## src/rtl/gf251_inv_16_pkg.sv

```systemverilog
// rtl/gf251_inv_16_pkg.sv - shared constants, FSM states and lane reduction for the GF(251) inverter
package gf251_inv_16_pkg;

    localparam int         LANE_W        = 8;
    localparam logic [7:0] GF251_P       = 8'd251;
    localparam logic [7:0] GF251_INV_EXP = 8'd249;

    typedef enum logic [2:0] {
        IDLE,
        LOAD,
        SQR,
        MUL,
        DONE
    } state_t;

    // Byte inputs exceed the modulus by at most 4, so one conditional subtract suffices.
    function automatic logic [7:0] reduce_p(input logic [7:0] v);
        return (v >= GF251_P) ? v - GF251_P : v;
    endfunction

endpackage

```

## src/rtl/gf251_mul_8.sv

```systemverilog
// rtl/gf251_mul_8.sv - combinational 8x8 multiply reduced mod 251
module gf251_mul_8
    import gf251_inv_16_pkg::*;
(
    input  logic [LANE_W-1:0] a,
    input  logic [LANE_W-1:0] b,
    output logic [LANE_W-1:0] p
);

    logic [15:0] prod;
    logic [10:0] fold1;
    logic [8:0]  fold2;

    // 256 == 5 (mod 251): fold the high byte down twice, then one final subtract.
    always_comb begin
        prod  = 16'(a) * 16'(b);
        fold1 = 11'(prod[15:8]) * 11'd5 + 11'(prod[7:0]);
        fold2 = 9'(fold1[10:8]) * 9'd5 + 9'(fold1[7:0]);
        p     = (fold2 >= 9'(GF251_P)) ? 8'(fold2 - 9'(GF251_P)) : fold2[7:0];
    end

endmodule

```

## src/rtl/gf251_inv_16.sv

```systemverilog
// rtl/gf251_inv_16.sv - multi-lane GF(251) Fermat inverter; GF251_INV_ZERO_FLAG_EN adds o_zero
module gf251_inv_16
    import gf251_inv_16_pkg::*;
#(
    parameter int LANES = 2
)
(
    input  logic                      i_clk,
    input  logic                      i_rst,
    input  logic                      i_start,
    input  logic [LANE_W*LANES-1:0]   i_x,
    output logic [LANE_W*LANES-1:0]   o_o,
    output logic                      o_done,
    output logic                      o_busy
`ifdef GF251_INV_ZERO_FLAG_EN
    ,
    output logic [LANES-1:0]          o_zero
`endif
);

    localparam int W = LANE_W * LANES;

    state_t         state;
    logic [W-1:0]   acc;
    logic [W-1:0]   base;
    logic [W-1:0]   base_red;
    logic [W-1:0]   prod;
    logic [2:0]     idx;

    // One multiplier per lane: squares in SQR, multiplies by the base in MUL.
    for (genvar k = 0; k < LANES; k++) begin : g_lane
        logic [LANE_W-1:0] mul_b;

        assign base_red[k*LANE_W +: LANE_W] = reduce_p(base[k*LANE_W +: LANE_W]);
        assign mul_b = (state == MUL) ? base[k*LANE_W +: LANE_W] : acc[k*LANE_W +: LANE_W];

        gf251_mul_8 u_mul (
            .a (acc[k*LANE_W +: LANE_W]),
            .b (mul_b),
            .p (prod[k*LANE_W +: LANE_W])
        );
    end

    always_ff @(posedge i_clk) begin
        if (i_rst) begin
            state  <= IDLE;
            acc    <= '0;
            base   <= '0;
            idx    <= '0;
            o_o    <= '0;
            o_done <= 1'b0;
            o_busy <= 1'b0;
`ifdef GF251_INV_ZERO_FLAG_EN
            o_zero <= '0;
`endif
        end else begin
            o_done <= 1'b0;
            unique case (state)
                IDLE: begin
                    if (i_start) begin
                        base   <= i_x;
                        o_busy <= 1'b1;
                        state  <= LOAD;
                    end
                end
                LOAD: begin
                    acc   <= base_red;
                    base  <= base_red;
                    idx   <= 3'd6;
                    state <= SQR;
                end
                SQR: begin
                    acc <= prod;
                    if (GF251_INV_EXP[idx]) begin
                        state <= MUL;
                    end else if (idx == 3'd0) begin
                        state <= DONE;
                    end else begin
                        idx <= idx - 3'd1;
                    end
                end
                MUL: begin
                    acc <= prod;
                    if (idx == 3'd0) begin
                        state <= DONE;
                    end else begin
                        idx   <= idx - 3'd1;
                        state <= SQR;
                    end
                end
                DONE: begin
                    o_o    <= acc;
                    o_done <= 1'b1;
                    o_busy <= 1'b0;
                    state  <= IDLE;
`ifdef GF251_INV_ZERO_FLAG_EN
                    for (int k = 0; k < LANES; k++) begin
                        o_zero[k] <= (base[k*LANE_W +: LANE_W] == '0);
                    end
`endif
                end
                default: state <= IDLE;
            endcase
        end
    end

endmodule

```

## config.mk

```make
export PLATFORM = sky130hd
export DESIGN_NAME = gf251_inv_16
export DESIGN_NICKNAME = d
export VERILOG_FILES = /design/src/rtl/gf251_inv_16_pkg.sv /design/src/rtl/gf251_mul_8.sv /design/src/rtl/gf251_inv_16.sv
export SDC_FILE = /design/constraint.sdc
export NUM_CORES = 1
export LEC_CHECK = 0
export ABC_CLOCK_PERIOD_IN_PS = 25700
export CORE_MARGIN = 2
export CORE_UTILIZATION = 30
export DETAILED_ROUTE_END_ITERATION = 7
export HOLD_SLACK_MARGIN = 0.08
export SYNTH_ARGS = -nofsm -noshare
export SYNTH_HDL_FRONTEND = slang
export SYNTH_SLANG_ARGS = --single-unit
```

## constraint.sdc

```tcl
create_clock -name i_clk -period 25.7 [get_ports i_clk]
set_clock_uncertainty 0.1 [all_clocks]
set_input_delay 5.14 -clock i_clk [delete_from_list [all_inputs] [get_ports i_clk]]
set_output_delay 5.14 -clock i_clk [all_outputs]
set_load 0.02 [all_outputs]
```

==> impl_metrics.toml <==
[global_routing]
grt_pass1_wl_mm = 37.20
grt_start_max_net_pins = 67
grt_pass1_vias = 7259
antenna_found_initial = 0
grt_use_total = 0.1389
overflow = 0

[hold_path]
hold_path_end = "o_o[14]$_SDFFE_PP0P_"
hp-class = "flop to flop"
hold-path-cell-count = 2
worstHoldStart = "o_o[14]$_SDFFE_PP0P_"

[cells_and_area]
layout_commonest_cell = "inv_1"
fin_nets = 1358
diodes = 0
drive_gt1_frac = 0.03209
final_cell_mix = "inv_1, ha_1, nor2b_1"
area_growth_pct = 11.15
layoutNonFillerInstCount = 1518
fin_util = 0.3388

[drt]
drc_errors = 0
num_vias = 7399
viasPerCell = 4.874
drt_iter0_drc = 491
wire_per_inst_um = 14.48
firstDrtPassIters = 4
drt.antenna.violating_nets = 0
finalWirelength_mm = 21.98

[timing]
period_needed_ps = 11770
setup-violations-final = 0
tightest_slew_ps = 728.6
fin_crit_sh = 0.4579
rsz0062_at_grt = "no"
setup_tns_ps = 0
slew_violations = 0
worst_slack_ps = 13930
hold_viol_final = 0
slew_headroom = 0.5004
fmax_mhz = 84.98

[floorplan]
die_x_um = 180.3
core_area_sq_um = 30590
start_util = 0.3049
fp-row-count = 64
ios = 37
die_y_um = 180.3
die-area_sq_um = 32510

[power_and_ir_drop]
p_leak_nw = 4.933
powerDensity_nw_per_um2 = 43.60
peakVddDrop_v = 0.00003613
total_power_uw = 451.9

[synth]
synthesis.nets = 1346
synth_seq_cells = 57
synth_cells = 1105
synthArstFlopShare = 0
synth_ff_type = "dfxtp_1"
synth_warnings = 0
ys_seq_area_frac = 0.1224
synth_cell_types = 67
synth_edf_count = 0
syn_avg_cell_area_sq_um = 8.439
syn_area_sq_um = 9325

[clock_tree]
clock_sinks = 57
post_cts_buffers = 0
cts_tree = "built"
clk_pin_slew_ps = 50
cts_buffer_depth = 2
cts_buffers = 9
clock_latency_ps = 340
cts_hold_buf = 0
ctsResizeCount = 0
root_buffer = "clkbuf_16"
htree_num_levels = 3

[critical_path]
slowest_delay_ps = 570
startpoint_type = "flop"
worst-path-max-fanout = 17
ff2ff_setup_slack_ps = 13930
crit_slowest_cell = "a2bb2oi_1"
rr_startpoint = "state[0]$_SDFFE_PP0P_"
path_class = "flop to flop"
r2r-end = "acc[9]$_SDFFE_PP0N_"
cp_common_cell = "fa_1"
worstPathRequired_ps = 25790
reg2reg_depth = 38
endpoint_kind = "flop"
cp-startpoint = "state[0]$_SDFFE_PP0P_"
cp.arrival_ps = 11860

[place]
placedCellCount = 1502
finalWeightedCongestion = 0.8493
place_ws_ps = 14030
hpwl_mm = 17.96
portBuffers = 36

[flow_run]
maxCapViolCount = 0

[status]
status = "finished clean"
==> power breakdown <==
| group | switching [mW] | internal, mW | total (mW) |
|---|---|---|---|
| sequential | 0.0167 | 0.0960 | 0.113 |
| combinational | 0.117 | 0.0803 | 0.197 |
| clock | 0.0418 | 0.100 | 0.142 |
| total | 0.176 | 0.276 | 0.452 |
==> critical path: cells and delay by family (launching register included) <==
family          cells  cell delay (ps)
xor+xnor            1              160
compound gates     13             3340
buf+inv             5              590
fa+ha+maj          11             4640
mux                 2              740
flops               1              430
simple gates        6             1600
==> cells in the mapped netlist (3+ instances only) <==
library cell  number  area, sq um
ha_1             134         1677
o211ai_1           8        60.06
nand2_1           57        214.0
clkbuf_8           5        68.82
xnor2_1           35        306.5
nand4_1            3        18.77
a221oi_1           8        70.07
mux2i_1           21        210.2
a211o_1            4        35.03
xor2_1            13        113.9
nor2_1            68        255.2
inv_1            167        626.9
a21o_1            13        97.59
or2_2              4        25.02
o21ai_0           33        165.2
o21bai_1           4        30.03
or3_1              4        25.02
nand4b_1           3        26.28
o21a_1            27        202.7
nor2b_1          105        656.9
nand3_1           14        70.07
a2bb2oi_1          3        26.28
a22oi_1           17        127.6
a2111oi_0          5        43.79
clkbuf_1          32        120.1
a21oi_1           61        305.3
nand2b_1          30        187.7
nor3_1            11        55.05
or4_1              5        37.54
fa_1              88         1762
and2_1             3        18.77
and3_1             4        25.02
a211oi_1          13        97.59
o311ai_0           3        26.28
dfxtp_1           57         1141
a31oi_1            6        37.54
==> cell type report <==
| cell class | instances | area (sq um) |
|---|---|---|
| clock buffers | 12 | 256.5 |
| inverters | 167 | 626.9 |
| clock inverters | 4 | 98.84 |
| well taps | 396 | 495.5 |
| fillers | 3202 | 20220 |
| flip-flops and latches | 57 | 1141 |
| multi-input cells | 842 | 7361 |
| repair buffers | 40 | 385.4 |
==> how the worst max path moves through the flow <==
stage / end / cells past startpoint
CTS: acc[9]$_SDFFE_PP0N_ / 38
global route: acc[9]$_SDFFE_PP0N_ / 38
finish: acc[9]$_SDFFE_PP0N_ / 38
detailed placement: acc[9]$_SDFFE_PP0N_ / 38
floorplan: acc[13]$_SDFFE_PP0N_ / 40
global placement: acc[13]$_SDFFE_PP0N_ / 38
==> registers in the layout, summed over array words and instances, names as in the netlist, named ones only <==
register	count
idx	3
base	16
o_o	16
acc	16
o_done	1
state	3
o_busy	1
==> per-layer routing <==
metal	part of all wire	track usage	up-vias
met2	0.47	0.2313	97
met5	0	0	-
met3	0.024	0.009297	28
li1	-	-	3738
met1	0.48	0.1893	3536
met4	0.022	0.05065	0
==> cells by family (layout without fill, tap and decap cells) <==
kind of cell | after synthesis | in the layout | synth area share
buf+inv | 206 | 223 | 0.08896
mux | 21 | 21 | 0.02254
flops | 57 | 57 | 0.1224
compound gates | 228 | 228 | 0.1680
simple gates | 323 | 323 | 0.1844
fa+ha+maj | 222 | 222 | 0.3687
xor+xnor | 48 | 48 | 0.04508
==> through the flow <==
step	instance area (sq um)	hold slack, ps
after floorplan	9325	358.6
after global placement	10010	348.5
after detailed placement	10010	353.1
after CTS	10360	360.3
after global routing	10360	374.8
final	10360	354.9
Note: power is estimated with default switching activity, not from simulation.
